File: config.mk
export PLATFORM = sky130hd
export DESIGN_NAME = muldiv_unit
export DESIGN_NICKNAME = d
export VERILOG_FILES = /design/src/rtl/muldiv_unit.sv
export SDC_FILE = /design/constraint.sdc
export NUM_CORES = 1
export LEC_CHECK = 0
export ABC_AREA = 1
export CELL_PAD_IN_SITES_DETAIL_PLACEMENT = 0
export CELL_PAD_IN_SITES_GLOBAL_PLACEMENT = 2
export CORE_UTILIZATION = 29
export DETAILED_ROUTE_END_ITERATION = 7
export PLACE_DENSITY = 0.75
export SLEW_MARGIN = 20
export SYNTH_ARGS = -nofsm -noshare
export SYNTH_HDL_FRONTEND = slang
export SYNTH_SLANG_ARGS = --single-unit
File: constraint.sdc
create_clock -name clk -period 3 [get_ports clk]
set_input_delay 0.3 -clock clk [delete_from_list [all_inputs] [get_ports clk]]
set_output_delay 0.3 -clock clk [all_outputs]
set_load 0.03 [all_outputs]
File: src/rtl/muldiv_unit.sv
// Iterative RV32M multiply/divide: radix-2 shift-add multiply and restoring divide,
// one bit per cycle, with single-cycle shortcuts for divide-by-zero and signed overflow.
module muldiv_unit #(
  parameter int XLEN = 32
) (
  input  logic            clk,
  input  logic            reset,
  input  logic            start,
  input  logic [2:0]      funct3,
  input  logic [XLEN-1:0] a,
  input  logic [XLEN-1:0] b,
  input  logic            kill,
  output logic            busy,
  output logic            done,
  output logic [XLEN-1:0] result
);
  localparam int CW = $clog2(XLEN);

  typedef enum logic [2:0] {IDLE, MUL, DIV, FIX, DONE} state_t;
  state_t state, stateNext;

  logic [2:0]        op;
  logic [XLEN-1:0]   magA, magB, quo, rem;
  logic [2*XLEN-1:0] acc;
  logic [CW-1:0]     count;
  logic              signA, signB;

  // Operand decode for the op being launched this cycle
  logic            aSigned, bSigned, inSignA, inSignB, divZero, divOvf, special;
  logic [XLEN-1:0] inMagA, inMagB, specialRes;

  always_comb begin
    aSigned    = !(funct3[0] && (funct3[2] || funct3[1]));
    bSigned    = aSigned && (funct3 != 3'b010);
    inSignA    = aSigned && a[XLEN-1];
    inSignB    = bSigned && b[XLEN-1];
    inMagA     = inSignA ? -a : a;
    inMagB     = inSignB ? -b : b;
    divZero    = funct3[2] && (b == '0);
    divOvf     = funct3[2] && !funct3[0] && (a == {1'b1, {(XLEN-1){1'b0}}}) && (&b);
    special    = divZero || divOvf;
    // Overflow quotient equals the dividend itself (most negative value)
    specialRes = divZero ? (funct3[1] ? a : '1) : (funct3[1] ? '0 : a);
  end

  // Restoring divide step: remainder is one bit wider before the compare
  logic [XLEN:0]   remShift;
  logic [XLEN-1:0] remSub;
  logic            remGe;

  always_comb begin
    remShift = {rem, quo[XLEN-1]};
    remGe    = remShift >= {1'b0, magB};
    remSub   = remShift[XLEN-1:0] - magB;
  end

  // Sign fix-up and result selection
  logic [2*XLEN-1:0] prod;
  logic [XLEN-1:0]   quoF, remF, fixRes;

  always_comb begin
    prod = (signA ^ signB) ? -acc : acc;
    quoF = (signA ^ signB) ? -quo : quo;
    remF = signA ? -rem : rem;
    case (op)
      3'b000:                 fixRes = prod[XLEN-1:0];
      3'b001, 3'b010, 3'b011: fixRes = prod[2*XLEN-1:XLEN];
      3'b100, 3'b101:         fixRes = quoF;
      default:                fixRes = remF;
    endcase
  end

  always_ff @(posedge clk) begin
    if (reset) state <= IDLE;
    else       state <= stateNext;
  end

  always_comb begin
    stateNext = state;
    busy      = (state != IDLE);
    done      = (state == DONE);
    case (state)
      IDLE: if (start && !kill) stateNext = special ? DONE : (funct3[2] ? DIV : MUL);
      MUL, DIV: if (count == '0) stateNext = FIX;
      FIX:  stateNext = DONE;
      DONE: stateNext = IDLE;
      default: stateNext = IDLE;
    endcase
    if (kill && state != IDLE) stateNext = IDLE;
  end

  always_ff @(posedge clk) begin
    if (reset) begin
      op     <= '0;
      magA   <= '0;
      magB   <= '0;
      quo    <= '0;
      rem    <= '0;
      acc    <= '0;
      count  <= '0;
      signA  <= 1'b0;
      signB  <= 1'b0;
      result <= '0;
    end else begin
      case (state)
        IDLE: if (start && !kill) begin
          op    <= funct3;
          magA  <= inMagA;
          magB  <= inMagB;
          signA <= inSignA;
          signB <= inSignB;
          quo   <= inMagA;
          rem   <= '0;
          acc   <= '0;
          count <= CW'(XLEN-1);
          if (special) result <= specialRes;
        end
        // MSB-first shift-add: same sum as adding |a|<<i for each set bit i
        MUL: begin
          acc   <= {acc[2*XLEN-2:0], 1'b0} + (magB[count] ? {{XLEN{1'b0}}, magA} : '0);
          count <= count - CW'(1);
        end
        DIV: begin
          rem   <= remGe ? remSub : remShift[XLEN-1:0];
          quo   <= {quo[XLEN-2:0], remGe};
          count <= count - CW'(1);
        end
        FIX: if (!kill) result <= fixRes;
        default: ;
      endcase
    end
  end
endmodule

==> results.py <==
metrics = {
    "clock_network": {
        "clkLatencyLatePin_ps": 570,
        "clock_sinks": 237,
        "path_clk_slew_ps": 60,
        "cts.htree.levels": 2,
        "cts_root_buffer": "clkbuf_16",
        "numCtsBuffers": 34,
        "cts_buffer_depth": 3,
        "cts_tree": "done",
        "ctsHoldBuffers": 0,
    },
    "pwr": {
        "peakVddDrop_v": 0.0004104,
        "powerDensity_nw_per_um2": 551.0,
        "p_int_mw": 8.625,
        "leakagePower_nw": 13.13,
        "p_sw_mw": 7.163,
        "p_total_mw": 15.79,
        "swShare_pct": 45.37,
        "pwr-share-seq_pct": 23.4,
        "power_frac_comb_pct": 49.5,
        "clkPwrFrac_pct": 27.1,
    },
    "placed_design": {
        "dp_slack_ps": -764.1,
        "dp_hpwl_microns": 88370,
        "port_buffers": 104,
        "place_congestion": 0.9742,
    },
    "status": {
        "outcome": "complete, but fails checks",
        "violations": "setup timing",
    },
    "timing": {
        "finalSetupTns_ps": -10360,
        "finClkSkew_ps": 38.90,
        "whs_ps": 146.6,
        "worst_slack_ps": -304.3,
        "rsz0062_at_grt": "yes",
        "slew_violations": 0,
        "relSlewSlack_pct": 44.88,
        "finalHoldViolCount": 0,
        "min_period_ps": 3304,
        "setup_viol": 54,
        "tightest_slew_ps": 826.7,
        "timing.final.crit_share_pct": 110.1,
        "fmax_ghz": 0.3026,
    },
    "final_layout": {
        "fin_nets": 4466,
        "insertedDiodeCount": 0,
        "fill_cells": 8563,
        "drive_gt1_share_pct": 16.26,
        "synthToLayoutAreaGrowth_pct": 29.13,
    },
    "route": {
        "drc": 0,
        "num_vias": 27660,
        "wirelength_microns": 110700,
        "drt-pass1-iter-count": 6,
        "ant_nets": 0,
        "wl_per_cell_microns": 20.79,
        "detail_route.vias_per_cell": 5.195,
        "drt_iter0_drc": 2614,
    },
    "yosys": {
        "synth_warnings": 0,
        "synth_flop_cell": "dfxtp_1",
        "synthesis.area_sq_um": 22190,
        "yosysTopAreaCellShare_pct": 21.38,
        "synth_cells": 3984,
        "synth_enable_flop_cells": 0,
        "syn_nets": 4128,
        "ys_seq_area_share_pct": 21.38,
        "synth_area_leaders": "dfxtp_1 (21%), nand2_1 (18%), nand3_1 (10%)",
        "yosys.area.top_type": "dfxtp_1",
        "postSynthAreaPerCell_sq_um": 5.569,
        "synthArstFlopShare_pct": 0,
        "synth-seq-cells": 237,
        "synth_cell_types": 56,
    },
    "global_routing": {
        "grt_remaining_overflow": 0,
        "grt_pass1_vias": 25380,
        "grt_pass1_wl_microns": 163800,
        "grt_usage_pct": 27.85,
        "antenna_found_initial": 1,
        "grt_start_max_net_pins": 76,
    },
    "floorplan": {
        "die_x_microns": 278.6,
        "start_util_pct": 29.26,
        "die_area_sq_um": 77620,
        "core_area_sq_um": 75820,
        "num_rows": 101,
        "pin_count": 105,
        "die_h_microns": 278.6,
    },
    "setup_path": {
        "critPathLaunchType": "flip-flop",
        "cp_max_fo": 16,
        "critPathKind": "flip-flop to flip-flop",
        "crit_path_end_kind": "flip-flop",
        "cp.arrival_ps": 3740,
        "crit_required_ps": 3430,
    },
    "min_path": {
        "min-delay-path-class": "primary input to flip-flop",
    },
    "run": {
        "max-cap-violations": 0,
    },
}
[final cells by class]
class | instances | area, sq um | area share (%)
sequential | 237 | 4752 | 16.59
timing repair buffer | 459 | 3857 | 13.46
clock inverter | 11 | 155.1 | 0.5415
tap | 978 | 1224 | 4.271
timing repair inverter | 2 | 15.01 | 0.05240
clock buffer | 50 | 1002 | 3.498
inverter | 455 | 1734 | 6.053
multi-input combinational | 3133 | 15910 | 55.54
[critical path, cell delays in order (launching register included)]
cell and delay (ps):
dfxtp_4 430, inv_4 120, a21oi_1 160, o21ai_1 90
nand3_1 90, nand3_1 70, and2_4 200, inv_8 100
clkbuf_16 170, nor2_1 50, ha_2 400, nand2_2 100
nor2_1 140, buf_4 140, nand2_1 160, nor2_1 230
nand3_1 170, nand3_1 120, nand2_1 50, nand3_1 90
a21oi_1 70
[cells in the final DEF, fill, tap and decap left out, types with 87 or more instances in the layout]
cell type          n
nand2_1          987
nand3_1          453
nor2_1           431
inv_1            427
a21oi_1          362
buf_4            342
dfxtp_1          235
o21ai_0          194
clkdlybuf4s50_1  103
o21ai_1           87
[path summary, 6_finish.rpt]
kind / startpoint / cells after the start / slack [ps] / to
setup / recovery: count[0]$_SDFFE_PP0P_ / 20 / -300 / acc[44]$_SDFFE_PP0P_
setup reg to reg: count[0]$_SDFFE_PP0P_ / 20 / -300 / acc[44]$_SDFFE_PP0P_
hold reg to reg: magA[21]$_SDFFE_PP0P_ / 2 / 460 / magA[21]$_SDFFE_PP0P_
hold / removal: reset / 2 / 150 / result[3]$_SDFFE_PP0P_
[repair_timing]
action | in CTS | in global routing
gates resized for setup | 192 | 117
pin swaps | 51 | 31
gates cloned | 2 | 2
endpoints found under the setup margin | 60 | 60
buffers inserted | 20 | 6
[cells in the mapped netlist, types with 11 or more instances]
cell type  instances
a21oi_1          414
a22oi_1           13
a31oi_1           28
buf_2             59
clkbuf_1          83
dfxtp_1          237
ha_1              71
inv_1            436
inv_2             15
nand2_1         1041
nand3_1          464
nand3b_1          16
nand4_1           71
nor2_1           480
nor2_2            19
nor3_1            64
o211ai_1          16
o21ai_0          251
o21ai_1           46
o21bai_1          11
or2_2             12
xnor2_1           20
xor2_1            19
[state kept, by name (all words and copies together), names as in the netlist]
register  flops
acc          64
count         5
magA         32
magB         32
op            3
quo          32
rem          32
result       32
signA         1
signB         1
state         3
[metrics by stage]
| step | util (%) | area (sq um) | std cells |
|---|---|---|---|
| 2_1_floorplan | - | 22200 | 3984 |
| 3_5_place_dp | 34.74 | 26340 | 5234 |
| 5_1_grt | 37.79 | 28650 | 5325 |
| 4_1_cts | 37.17 | 28180 | 5317 |
| 3_3_place_gp | 34.74 | 26340 | 5234 |
| 6_report | 37.79 | 28650 | 5325 |
[logic make-up (layout without fill, tap and decap cells)]
family	Yosys count	after routing	synth area share [%]
AND/OR/NAND/NOR	2207	2207	42.46
buffers and inverters	614	977	10.97
AO/OA/AOI/OAI	814	814	19.46
flip-flops	237	237	21.38
adder cells (fa/ha/maj)	73	73	4.184
XOR/XNOR	39	39	1.540
[power by group through the flow]
stage	clock network, mW	logic [mW]	registers (mW)
after floorplan	0	4.62	3.65
after global placement	0	7.31	3.72
after detailed placement	0	7.28	3.73
after CTS	4.38	7.51	3.68
after global routing	4.47	8.62	3.73
final	4.28	7.82	3.69
[layer usage]
metal | track usage (%) | vias up | part of all wire, %
met4 | 7.763 | 2 | 2.9
met2 | 40.52 | 832 | 41
met1 | 42.33 | 12850 | 50
met5 | 0 | - | 0.012
met3 | 3.240 | 133 | 6.0
li1 | - | 13850 | -
Note: power is estimated with default switching activity, not from simulation.
